**src/rtl/router_dest_reader_pkg.sv**
```systemverilog
// Shared definitions for the router destination-side reader: header layout,
// FSM state encoding and counter widths.
package router_dest_reader_pkg;

    localparam int unsigned HDR_LEN_MSB        = 7;
    localparam int unsigned HDR_LEN_LSB        = 2;
    localparam int unsigned HDR_ADDR_MSB       = 1;
    localparam int unsigned HDR_ADDR_LSB       = 0;
    localparam int unsigned SOFT_RESET_TIMEOUT = 30;

    localparam int unsigned CNT_W  = 7;
    localparam int unsigned WCNT_W = 5;
    localparam int unsigned LEN_W  = 6;
    localparam int unsigned ADDR_W = 2;

    typedef enum logic [1:0] {
        ST_IDLE = 2'd0,
        ST_WAIT = 2'd1,
        ST_READ = 2'd2,
        ST_DONE = 2'd3
    } state_t;

endpackage

```
**src/rtl/router_dest_reader.sv**
```systemverilog
// Destination-side packet reader for one router output port: drains a packet
// from the port FIFO, streams it to the sink and reports parity/address status.
module router_dest_reader
    import router_dest_reader_pkg::*;
#(
    parameter int unsigned DATA_W      = 8,
    parameter int unsigned MY_ADDR     = 0,
    parameter int unsigned WAIT_CYCLES = 4
) (
    input  logic              clk,
    input  logic              resetn,
    input  logic              vld_out,
    input  logic              soft_reset,
    input  logic [DATA_W-1:0] data_out,
    output logic              read_enb,
    output logic [DATA_W-1:0] rx_data,
    output logic              rx_valid,
    output logic [LEN_W-1:0]  pkt_len,
    output logic              busy,
    output logic              pkt_done,
    output logic              pkt_abort,
    output logic              parity_err,
    output logic              addr_err
);

    state_t              state;
    logic [WCNT_W-1:0]   wcnt;
    logic [CNT_W-1:0]    issued;
    logic [CNT_W-1:0]    received;
    logic [CNT_W-1:0]    total;
    logic [ADDR_W-1:0]   addr;
    logic [DATA_W-1:0]   par_acc;
    logic [DATA_W-1:0]   par_byte;

    logic                hdr_now;
    logic [CNT_W-1:0]    total_n;
    logic [CNT_W-1:0]    issued_n;
    logic [CNT_W-1:0]    received_n;

    // Header length is folded into the issue limit in the same cycle it lands,
    // so the third read follows the first two without a bubble.
    assign hdr_now    = rx_valid && (received == '0);
    assign total_n    = hdr_now ? CNT_W'(data_out[HDR_LEN_MSB:HDR_LEN_LSB]) + CNT_W'(2) : total;
    assign issued_n   = issued + CNT_W'(read_enb);
    assign received_n = received + CNT_W'(rx_valid);

    // FIFO data is already registered; expose it only while it is valid.
    assign rx_data = rx_valid ? data_out : '0;

    always_ff @(posedge clk or negedge resetn) begin
        if (!resetn) begin
            state      <= ST_IDLE;
            wcnt       <= '0;
            issued     <= '0;
            received   <= '0;
            total      <= '0;
            addr       <= '0;
            par_acc    <= '0;
            par_byte   <= '0;
            read_enb   <= 1'b0;
            rx_valid   <= 1'b0;
            pkt_len    <= '0;
            busy       <= 1'b0;
            pkt_done   <= 1'b0;
            pkt_abort  <= 1'b0;
            parity_err <= 1'b0;
            addr_err   <= 1'b0;
        end else begin
            rx_valid  <= read_enb;
            pkt_done  <= 1'b0;
            pkt_abort <= 1'b0;

            if (soft_reset && (state != ST_IDLE)) begin
                state     <= ST_IDLE;
                read_enb  <= 1'b0;
                busy      <= 1'b0;
                pkt_abort <= 1'b1;
                wcnt      <= '0;
                issued    <= '0;
                received  <= '0;
                total     <= '0;
                par_acc   <= '0;
            end else begin
                case (state)
                    ST_IDLE: begin
                        if (vld_out) begin
                            busy     <= 1'b1;
                            issued   <= '0;
                            received <= '0;
                            total    <= CNT_W'(2);
                            if (WAIT_CYCLES == 0) begin
                                state    <= ST_READ;
                                read_enb <= 1'b1;
                            end else begin
                                state <= ST_WAIT;
                                wcnt  <= WCNT_W'(WAIT_CYCLES);
                            end
                        end
                    end

                    ST_WAIT: begin
                        if (!vld_out) begin
                            state <= ST_IDLE;
                            busy  <= 1'b0;
                            wcnt  <= '0;
                        end else if (wcnt <= WCNT_W'(1)) begin
                            state    <= ST_READ;
                            read_enb <= 1'b1;
                            wcnt     <= '0;
                        end else begin
                            wcnt <= wcnt - WCNT_W'(1);
                        end
                    end

                    ST_READ: begin
                        issued   <= issued_n;
                        received <= received_n;
                        total    <= total_n;
                        if (rx_valid) begin
                            if (hdr_now) begin
                                pkt_len    <= data_out[HDR_LEN_MSB:HDR_LEN_LSB];
                                addr       <= data_out[HDR_ADDR_MSB:HDR_ADDR_LSB];
                                par_acc    <= data_out;
                                parity_err <= 1'b0;
                                addr_err   <= 1'b0;
                            end else if (received_n == total_n) begin
                                par_byte <= data_out;
                            end else begin
                                par_acc <= par_acc ^ data_out;
                            end
                        end
                        if (rx_valid && (received_n == total_n)) begin
                            state    <= ST_DONE;
                            read_enb <= 1'b0;
                        end else begin
                            read_enb <= vld_out && (issued_n < total_n);
                        end
                    end

                    ST_DONE: begin
                        state      <= ST_IDLE;
                        busy       <= 1'b0;
                        pkt_done   <= 1'b1;
                        parity_err <= (par_acc != par_byte);
                        addr_err   <= (addr != ADDR_W'(MY_ADDR));
                        issued     <= '0;
                        received   <= '0;
                        total      <= '0;
                    end

                    default: state <= ST_IDLE;
                endcase
            end
        end
    end

endmodule

```
**config.mk**
```make
export PLATFORM = sky130hd
export DESIGN_NAME = router_dest_reader
export DESIGN_NICKNAME = d
export VERILOG_FILES = /design/src/rtl/router_dest_reader_pkg.sv /design/src/rtl/router_dest_reader.sv
export SDC_FILE = /design/constraint.sdc
export NUM_CORES = 1
export LEC_CHECK = 0
export CAP_MARGIN = 20
export CORE_MARGIN = 4
export CORE_UTILIZATION = 25
export CTS_CLUSTER_DIAMETER = 80
export DETAILED_ROUTE_END_ITERATION = 8
export HOLD_SLACK_MARGIN = 0.05
export SKIP_CTS_REPAIR_TIMING = 1
export SYNTH_ARGS = -nofsm -noshare
export SYNTH_HDL_FRONTEND = slang
export SYNTH_SLANG_ARGS = --single-unit
export TNS_END_PERCENT = 1
```
**constraint.sdc**
```tcl
create_clock -name clk -period 4.5 [get_ports clk]
set_input_delay 0.675 -clock clk [delete_from_list [all_inputs] [get_ports clk]]
set_output_delay 0.675 -clock clk [all_outputs]
set_load 0.01 [all_outputs]
```
==> impl_results.md, run 1 <==
- Power share of the sequential group: 35.4%
- Met1 WL: between 4 and 5 mm
- Vias in the first global route: 3,009
- Site row count: 43
- Crit path time final: 3.39 ns
- Max cap viols: 0
- Worst-path maximum fanout: 15
- Total negative slack: 0 ns
- Pwr dens: 478 mW/mm^2
- Hold depth: 2
- Starting density of the core: around a quarter
- Num CTS Buffers: 9
- Post-Synthesis Cells: 380
- Crit. End Element: flop
- H-tree lvl count: 3
- Most common cell after layout, fill and taps aside: dfrtp_1
- Hold Path Class: reg -> reg
- PnR worst setup slack: 1.11 ns
- CTS root buf: clkbuf_16
- Number of diodes: 0
- Reg clk slew, reported paths: 0.05 ns
- Max VDD drop: 0.186 mV
- Worst Tran Pin Value: 0.760 ns
- Setup WS pre-CTS: between 0.9 and 1 ns
- Complex-gate fraction of the synthesized area: 17.2%
- P&R area growth vs syn: 20.8%
- I/O Pins: 33
- Area share of the largest cell type after synthesis: 40.7%
- Critical path required time: 4.70 ns
- Status: finished clean
- Sequential cell area fraction in the yosys report: roughly two fifths
- NetSw: 760 uW
- # setup viols final: 0
- Clock tree buffer depth: 2
- Syn avg cell area: 9.56 sq um
- Synthesized area: 0.00363 sq mm
- Largest family of logic cells by synthesized area: simple AND/OR/NAND/NOR gates
- Core Area: 0.0140 sq mm
- Die width: between 100 and 150 um
- RSZ-0062 raised after global routing: no
- CTS tree: built
- Final Max Slew Viols: 0
- Port Buffers: 32
- First-pass GRT wire length: 15.6 mm
- Drc violations: 0
- Ys flop type: dfrtp_1
- GPL Wtd Cong: 0.820
- Largest stage delay, worst path: 0.69 ns
- Fin. Hold Viols: 0
- First-pass DRT Iterations: 4
- WS Path Type: reg -> reg
- Top post-synthesis cells by area: dfrtp_1 (41%), o21ai_0 (4.8%), nand2_1 (4.5%)
- Routed WL: 9.26 mm
- Met2 WL: around 4.2 mm
- Gr usage total: 11.7%
- Period utilization: 75.2%
- Adder-Cell Fraction of Synth Area: under 10%
- Slowest-stage cell, CP: dfrtp_1
- Most frequent cells in the layout: dfrtp_1 (59), nand2_1 (44), o21ai_0 (35), clkdlybuf4s50_1 (31), nand3_1 (22)
- Number of vias per cell: 5.10
- Combinational share of power: between 30% and 40%
- Slew headroom: between 40% and 50%
- Share of cells above drive strength 1: 10.9%
- Final Util: 31.2%
- Reg2Reg Depth: 6
- Final antenna-violating net count: 0
- Post-Synth Simple-Gate Area: 23.2%
- Pin count of the biggest net entering global routing: 60
- Internal power: 1.34 mW
- Skew final: 0.0136 ns
- Number of DRC markers in iteration 0: 217
- Arr. time, crit path: 3.59 ns
- Final nets: 433
- Vias post-DR: 3,012
- Setup crit start kind: flop
- Clock Latency Late Sink: 0.33 ns
- LEAKAGE: 1.83 nW
- DIE HEIGHT: 129 um
- F_max: 295 MHz
- Antenna violations before repair: 0
- EDFF count, synth: 0
- Multiplexer area fraction after synthesis: 4.31%
- Worst path cell trace: nor4b_4, nand2_1, o2111ai_1, and4b_1, nand4_4, mux2_2
- Syn_nets: ~410
- Synth area leader: dfrtp_1
- Sw Share: a little over a third
- Synthesized flop and latch total: roughly 60
- Synth warnings: 0
- Highest metal used: met4
- Routed len/inst: 15.7 um
- Total global routing overflow: 0
- XOR/XNOR Fraction of Synth Area: 6.44%
- Synth async-reset ratio: 100%
- # clock sinks: 59
- Cell variety after synth: 57
- HPWL Detailed: 6.46 mm
- Register-to-register setup slack: 1.11 ns
- Met3 WL: 679 um
- Die ar.: about 0.017 sq mm
- Clock network power share: 29.7%
==> sequential cells by signal (all words and copies together) (netlist names), 2 cells and up <==
signal    cells
par_acc       8
received      7
total         7
wcnt          5
state         2
issued        7
addr          2
par_byte      8
pkt_len       6
==> logic make-up (layout without fill, tap and decap cells) <==
kind of cell | after synthesis | count (layout)
AOI/OAI and AO/OA | 95 | 95
adders and majority gates | 13 | 13
DFF | 59 | 59
buffers and inverters | 31 | 62
and+or+nand+nor | 143 | 143
muxes | 14 | 14
xor gates and xnor gates | 25 | 25
==> per-stage QoR <==
stage	power [mW]	cells	hold WS [ns]	cell area [sq um]
6_report	2.10	591	0.478	4390
5_1_grt	2.23	591	0.515	4390
4_1_cts	2.11	590	0.487	4380
3_5_place_dp	1.48	576	0.475	4110
3_3_place_gp	1.46	576	0.466	4110
2_1_floorplan	1.24	380	0.379	3630
==> worst max-delay path: cells and delay by family (launching register included) <==
family	cells	cell delay, ns
flops	1	0.69
simple gates	4	1.88
compound gates	1	0.32
mux	1	0.35
==> path summary, 6_finish.rpt <==
kind / startpoint / endpoint
max in group asynchronous: resetn / total[4]
setup reg to reg: rx_valid / par_byte[3]
hold / removal: total[6] / total[6]
min in group asynchronous: resetn / par_byte[5]
hold reg to reg: total[6] / total[6]
setup / recovery: rx_valid / par_byte[3]
==> routing by layer <==
metal  vias up  global-route usage [%]
met5         -                       0
met4         0                    3.34
met3         6                    2.62
met2        81                    18.4
met1      1469                    16.3
li1       1456                       -
==> Yosys cell counts, types with 8 or more instances <==
| cell type | number |
|---|---|
| dfrtp_1 | 59 |
| mux2_2 | 13 |
| a22o_1 | 10 |
| clkbuf_1 | 15 |
| ha_1 | 13 |
| nand2_1 | 44 |
| nand4_1 | 8 |
| xor2_1 | 9 |
| o21ai_0 | 35 |
| nand3_1 | 22 |
| a21oi_1 | 13 |
| xnor2_1 | 15 |
| nand4b_1 | 13 |
| nor2_1 | 19 |
| and2_1 | 8 |
| inv_1 | 11 |
==> layout make-up <==
class	count	area, sq um
inverters	11	41.3
flip-flops and latches	59	1480
clock buffers	11	253
repair buffers	37	353
multi-input cells	290	2020
fillers	1456	9660
well taps	180	225
clock inverters	3	15.0
==> power groups by stage <==
stage          sequential [mW]  combinational, mW  clock (mW)
2_1_floorplan            0.716              0.522           0
5_1_grt                  0.760              0.809       0.659
6_report                 0.742              0.730       0.623
3_3_place_gp             0.742              0.714           0
4_1_cts                  0.741              0.733       0.635
3_5_place_dp             0.749              0.727           0
No activity file was read; power rests on OpenSTA's default activity.
==> run 2: changes to the inputs <==
==> constraint.sdc (replaced) <==
create_clock -name clk -period 3.1 [get_ports clk]
set_input_delay 0.465 -clock clk [delete_from_list [all_inputs] [get_ports clk]]
set_output_delay 0.465 -clock clk [all_outputs]
set_load 0.01 [all_outputs]
==> run 2 against run 1 <==
Compared with the run above: cell count rose by 2.9%; count of clock-buffer cells in the layout unchanged; clock power increased by 57%; sequential cell count did not move; first-iteration DRC count down 9.2%; global-route usage is 0.46 points higher; highest routed layer unchanged; core utilization rose by 1.0 points; register-to-register slack got worse by 0.89 ns; combinational power up 58%; die area is the same; via count rose by 3.2%.
==> impl_results.md, run 2 (synthesis results as in run 1) <==
- Biggest registers after layout: par_acc (8), par_byte (8) (unchanged)
- Pwr dens: 704 mW/mm^2 (was 478 mW/mm^2)
- Post-Layout Cell Count: 608 (was 591)
- Crit path time final: 2.87 ns (was 3.39 ns)
- Site row count: 43 (unchanged)
- Reg area: 0.00148 sq mm (unchanged)
- Max VDD drop: 0.329 mV (was 0.186 mV)
- Period utilization: 92.6% (was 75.2%)
- Worst Tran Pin Value: 0.821 ns (was 0.760 ns)
- Gr usage total: 12.2% (was 11.7%)
- Critical path required time: 3.31 ns (was 4.70 ns)
- Reg2Reg Depth: 8 (was 6)
- Fin. Hold Viols: 0 (unchanged)
- RSZ-0062 raised after global routing: no (unchanged)
- Max cap viols: 0 (unchanged)
- Clock tree buffer depth: 2 (unchanged)
- GPL Wtd Cong: 0.920 (was 0.820)
- Vias post-DR: 3,107 (was 3,012)
- Register-to-register setup slack: 0.23 ns (was 1.11 ns)
- Number of vias per cell: 5.11 (was 5.10)
- Number of DRC markers in iteration 0: 197 (was 217)
- Hold Path Class: in -> async (was reg -> reg)
- Reg clk slew, reported paths: 0.05 ns (about the same)
- CTS tree: built (unchanged)
- Routed len/inst: 15.8 um (was 15.7 um)
- Placed Instances: 591 (was 576)
- Share of cells above drive strength 1: 14.3% (was 10.9%)
- Tot Pwr: 3.19 mW (was 2.10 mW)
- Crit. End Element: flop (unchanged)
- Drc violations: 0 (unchanged)
- First-pass GRT wire length: 16.0 mm (was 15.6 mm)
- # setup viols final: 0 (unchanged)
- Worst-path maximum fanout: 12 (was 15)
- H-tree lvl count: 3 (unchanged)
- Pin count of the biggest net entering global routing: 35 (was 60)
- Status: finished clean (unchanged)
- Clock Latency Late Sink: 0.33 ns (about the same)
- DIE HEIGHT: 129 um (unchanged)
- CTS root buf: clkbuf_16 (unchanged)
- Arr. time, crit path: 3.08 ns (was 3.59 ns)
- HPWL Detailed: 7.09 mm (was 6.46 mm)
- Number of diodes: 0 (unchanged)
- Final antenna-violating net count: 0 (unchanged)
- First-pass DRT Iterations: 4 (unchanged)
- Final Max Slew Viols: 0 (unchanged)
- Reg2reg start: received[0] (was rx_valid)
- Capturing point of the worst reg2reg path: par_byte[2] (was par_byte[3])
- Most common cell after layout, fill and taps aside: dfrtp_1 (unchanged)
- Final nets: 448 (was 433)
- Port Buffers: 32 (unchanged)
- LEAKAGE: 1.91 nW (was 1.83 nW)
- # clock sinks: 59 (unchanged)
- Routed WL: 9.59 mm (was 9.26 mm)
- Starting density of the core: 25.9% (unchanged)
- Total global routing overflow: 0 (unchanged)
- F_max: 348 MHz (was 295 MHz)
- I/O Pins: 33 (unchanged)
- Layout fillers: 1,405 (was 1,456)
- Total negative slack: 0 ns (unchanged)
- Setup crit start kind: flop (unchanged)
- Most frequent cells in the layout: dfrtp_1 (59), nand2_1 (44), o21ai_0 (35), clkdlybuf4s50_1 (31), nand3_1 (22) (unchanged)
- Die ar.: 0.0165 sq mm (unchanged)
- Antenna violations before repair: 0 (unchanged)
- Skew final: 0.00580 ns (was 0.0136 ns)
- Die width: 129 um (unchanged)
- Multi-input gate area: 0.00202 sq mm (unchanged)
- Num CTS Buffers: 9 (unchanged)
- Vias in the first global route: 3,068 (was 3,009)
- P&R area growth vs syn: 24.7% (was 20.8%)
- Slew headroom: 45.2% (was 49.3%)
- WS Path Type: reg -> reg (unchanged)
- Core Area: 0.0140 sq mm (unchanged)
==> run 2: changes by cell type in the layout (fill, tap and decap cells not counted), sizes merged <==
cell / previous run / this run
bufinv: 0 / 1
buf: 6 / 21
clkinvlp: 0 / 1
==> run 2: worst max-delay path by stage <==
| stage | start | to | slack, ns | cells after the start |
|---|---|---|---|---|
| 3_5_place_dp | data_out[5] | par_byte[2] | 0.25 | 7 |
| 6_report | received[0] | par_byte[2] | 0.23 | 8 |
| 2_1_floorplan | received[5] | read_enb | 0.41 | 9 |
| 5_1_grt | received[0] | par_byte[0] | 0.09 | 8 |
| 4_1_cts | received[0] | par_byte[2] | 0.26 | 8 |
| 3_3_place_gp | data_out[5] | par_byte[5] | 0.30 | 7 |
==> run 2: power breakdown <==
part	leakage (nW)	internal (mW)	total (mW)	switching, mW
combinational	0.983	0.529	1.15	0.623
sequential	0.784	0.899	1.05	0.156
clock	0.145	0.638	0.979	0.340
total	1.91	2.07	3.19	1.12
==> run 2: metal layers <==
metal	GRT usage (%)	part of all wire [%]	vias up
met4	3.64	1.1	0
met5	0	0	-
met1	16.5	48	1531
met3	3.28	5.5	12
li1	-	-	1486
met2	19.1	45	78
==> run 2: final cells by class <==
type | instances | area share [%]
inverters | 11 | 0.912
multi-input cells | 290 | 44.7
well taps | 180 | 4.98
clock inverters | 5 | 1.16
flip-flops and latches | 59 | 32.6
repair buffers | 52 | 10.3
clock buffers | 11 | 5.36
==> run 2: critical path, cell delays in order, from the launching register on <==
cell	delay, ns
dfrtp_1	0.45
ha_1	0.24
ha_1	0.31
nand3_1	0.18
or3_1	0.44
a211o_1	0.31
and4b_4	0.27
nand4_4	0.19
mux2_2	0.36
==> run 2: stage by stage <==
stage / hold slack [ns] / cell area [sq um] / worst slack [ns] / utilization (%)
floorplan: 0.169 / 3630 / 0.409 / -
global placement: 0.466 / 4220 / 0.299 / 30.1
detailed placement: 0.476 / 4220 / 0.250 / 30.1
CTS: 0.262 / 4520 / 0.256 / 32.2
global route: 0.313 / 4530 / 0.0869 / 32.2
finish: 0.242 / 4530 / 0.229 / 32.2
==> run 3: changes to the inputs <==
==> constraint.sdc (replaced) <==
create_clock -name clk -period 3.2 [get_ports clk]
set_input_delay 0.48 -clock clk [delete_from_list [all_inputs] [get_ports clk]]
set_output_delay 0.48 -clock clk [all_outputs]
set_load 0.01 [all_outputs]
==> run 3 against run 2 <==
Compared with the run above: global-route usage rose by 0.11 points; first-iteration DRC count increased by 35%; count of clock-buffer cells in the layout grew 1; design area shrank 1.1%; highest routed layer unchanged; via count increased by 1.1%; critical path type unchanged; sequential share of layout area up 0.36 points; hold slack improved by 0.0011 ns; worst setup slack better by 0.11 ns; core utilization decreased by 0.35 points; routed wire length grew 0.57%; largest cell class unchanged.
==> impl_results.md, run 3 (synthesis results as in run 1) <==
- Antenna violations before repair: 0 (unchanged)
- PnR worst setup slack: 0.334 ns (was 0.229 ns)
- Most used cell, CP: ha_1 (unchanged)
- WS Path Type: reg -> reg (unchanged)
- Period utilization: 89.6% (was 92.6%)
- Power share of the sequential group: 34.1% (was 33.1%)
- Total negative slack: 0 ns (unchanged)
- Number of diodes: 0 (unchanged)
- Routed WL: 9.65 mm (was 9.59 mm)
- Reg area: 0.00148 sq mm (unchanged)
- Number of DRC markers in iteration 0: 265 (was 197)
- Sw Share: 36.1% (was 35.1%)
- Worst Tran Pin Value: 0.799 ns (was 0.821 ns)
- Clock tree buffer depth: 2 (unchanged)
- Post-Layout Cell Count: 605 (was 608)
- Core Area: 0.0140 sq mm (unchanged)
- Combinational share of power: 37.4% (was 36.2%)
- Max cap viols: 0 (unchanged)
- Drc violations: 0 (unchanged)
- NetSw: 1.09 mW (was 1.12 mW)
- Setup crit start kind: flop (unchanged)
- Crit. End Element: flop (unchanged)
- Final nets: 446 (was 448)
- Share of cells above drive strength 1: 13.4% (was 14.3%)
- # setup viols final: 0 (unchanged)
- Largest stage delay, worst path: 0.48 ns (was 0.45 ns)
- LEAKAGE: 1.89 nW (was 1.91 nW)
- Most frequent cells in the layout: dfrtp_1 (59), nand2_1 (44), o21ai_0 (35), clkdlybuf4s50_1 (31), nand3_1 (22) (unchanged)
- Number of buffers and inverters on the critical path: 0 (unchanged)
- Total global routing overflow: 0 (unchanged)
- Hold Path Class: in -> async (unchanged)
- RSZ-0062 raised after global routing: no (unchanged)
- Placed Instances: 589 (was 591)
- Site row count: 43 (unchanged)
- Instance count on the critical path: 8 (unchanged)
- Gr usage total: 12.3% (was 12.2%)
- Clock network power share: 28.5% (was 30.7%)
- Num CTS Buffers: 9 (unchanged)
- Most common cell after layout, fill and taps aside: dfrtp_1 (unchanged)
- Port Buffers: 32 (unchanged)
- H-tree lvl count: 3 (unchanged)
- Multi-input gate area: 0.00202 sq mm (unchanged)
- Pwr dens: 672 mW/mm^2 (was 704 mW/mm^2)
- Slew headroom: 46.7% (was 45.2%)
- Arr. time, crit path: 3.07 ns (was 3.08 ns)
- First-pass GRT wire length: 16.5 mm (was 16.0 mm)
- DIE HEIGHT: 129 um (unchanged)
- Skew final: 0.00654 ns (was 0.00580 ns)
- Worst path cell trace: ha_1, ha_1, nand3_1, or3_1, a211o_1, and4b_4, nand4_4, mux2_2 (unchanged)
- Final Max Slew Viols: 0 (unchanged)
- Critical path required time: 3.41 ns (was 3.31 ns)
- Worst-path maximum fanout: 12 (unchanged)
- I/O Pins: 33 (unchanged)
- # clock sinks: 59 (unchanged)
- P&R area growth vs syn: 23.3% (was 24.7%)
- Vias in the first global route: 3,220 (was 3,068)
- Vias post-DR: 3,140 (was 3,107)
- GPL Wtd Cong: 0.858 (was 0.920)
- Number of vias per cell: 5.19 (was 5.11)
- CTS root buf: clkbuf_16 (unchanged)
- Status: finished clean (unchanged)
- Crit path max-delay family: simple AND/OR/NAND/NOR gates (unchanged)
- CTS tree: built (unchanged)
- HPWL Detailed: 7.03 mm (was 7.09 mm)
- Final antenna-violating net count: 0 (unchanged)
- Reg clk slew, reported paths: 0.05 ns (about the same)
- Pin count of the biggest net entering global routing: 35 (unchanged)
- Max VDD drop: 0.291 mV (was 0.329 mV)
- Setup WS pre-CTS: 0.257 ns (was 0.250 ns)
- Biggest registers after layout: par_acc (8), par_byte (8) (unchanged)
- Layout fillers: 1,423 (was 1,405)
- First-pass DRT Iterations: 5 (was 4)
- Clock Latency Late Sink: 0.32 ns (was 0.33 ns)
- Crit path time final: 2.87 ns (about the same)
- Starting density of the core: 25.9% (unchanged)
- Routed len/inst: 15.9 um (was 15.8 um)
- Fin. Hold Viols: 0 (unchanged)
- F_max: 349 MHz (was 348 MHz)
- Die ar.: 0.0165 sq mm (unchanged)
- Reg2Reg Depth: 8 (unchanged)
- Internal power: 1.92 mW (was 2.07 mW)
- Tot Pwr: 3.01 mW (was 3.19 mW)
- Slowest-stage cell, CP: dfrtp_1 (unchanged)
- Die width: 129 um (unchanged)
## run 3: changes by cell type in the layout (fill, tap and decap cells not counted)
cell	change
clkinvlp_4	-1
clkbuf_1	+1
bufinv_16	-1
buf_4	-2
## run 3: area by class of cell
| type | count | share of cell area [%] |
|---|---|---|
| timing repair buffer | 50 | 10.1 |
| clock buffer | 12 | 5.50 |
| sequential | 59 | 33.0 |
| multi-input combinational | 290 | 45.2 |
| tap | 180 | 5.03 |
| inverter | 11 | 0.922 |
| clock inverter | 3 | 0.335 |
## run 3: final timing paths
kind	slack [ns]	endpoint	start
max	0.33	par_byte[6]	rx_valid
min	0.24	pkt_len[4]	resetn
max reg2reg	0.33	par_byte[6]	rx_valid
min reg2reg	0.48	pkt_len[0]	pkt_len[0]
max in group asynchronous	2.09	issued[2]	resetn
min in group clk	0.48	pkt_len[0]	pkt_len[0]
## run 3: routing by layer
metal,track usage (%),wire length [um],part of all wire (%)
met5,0,0,0
met4,3.71,139,1.4
met3,3.40,656,6.8
met2,20.0,4410,46
met1,16.0,4440,46
## run 3: power groups by stage
stage | clock network (mW) | logic [mW] | registers (mW)
floorplan | 0 | 0.734 | 1.01
global placement | 0 | 1.10 | 1.03
detailed placement | 0 | 1.11 | 1.04
CTS | 0.879 | 1.12 | 1.02
global route | 0.910 | 1.24 | 1.05
finish | 0.858 | 1.12 | 1.03
## run 3: through the flow
| stage | area, sq um | hold WS, ns | util (%) |
|---|---|---|---|
| floorplan | 3630 | 0.184 | - |
| global placement | 4210 | 0.457 | 30.0 |
| detailed placement | 4210 | 0.476 | 30.0 |
| CTS | 4470 | 0.269 | 31.8 |
| global route | 4480 | 0.324 | 31.9 |
| finish | 4480 | 0.243 | 31.9 |
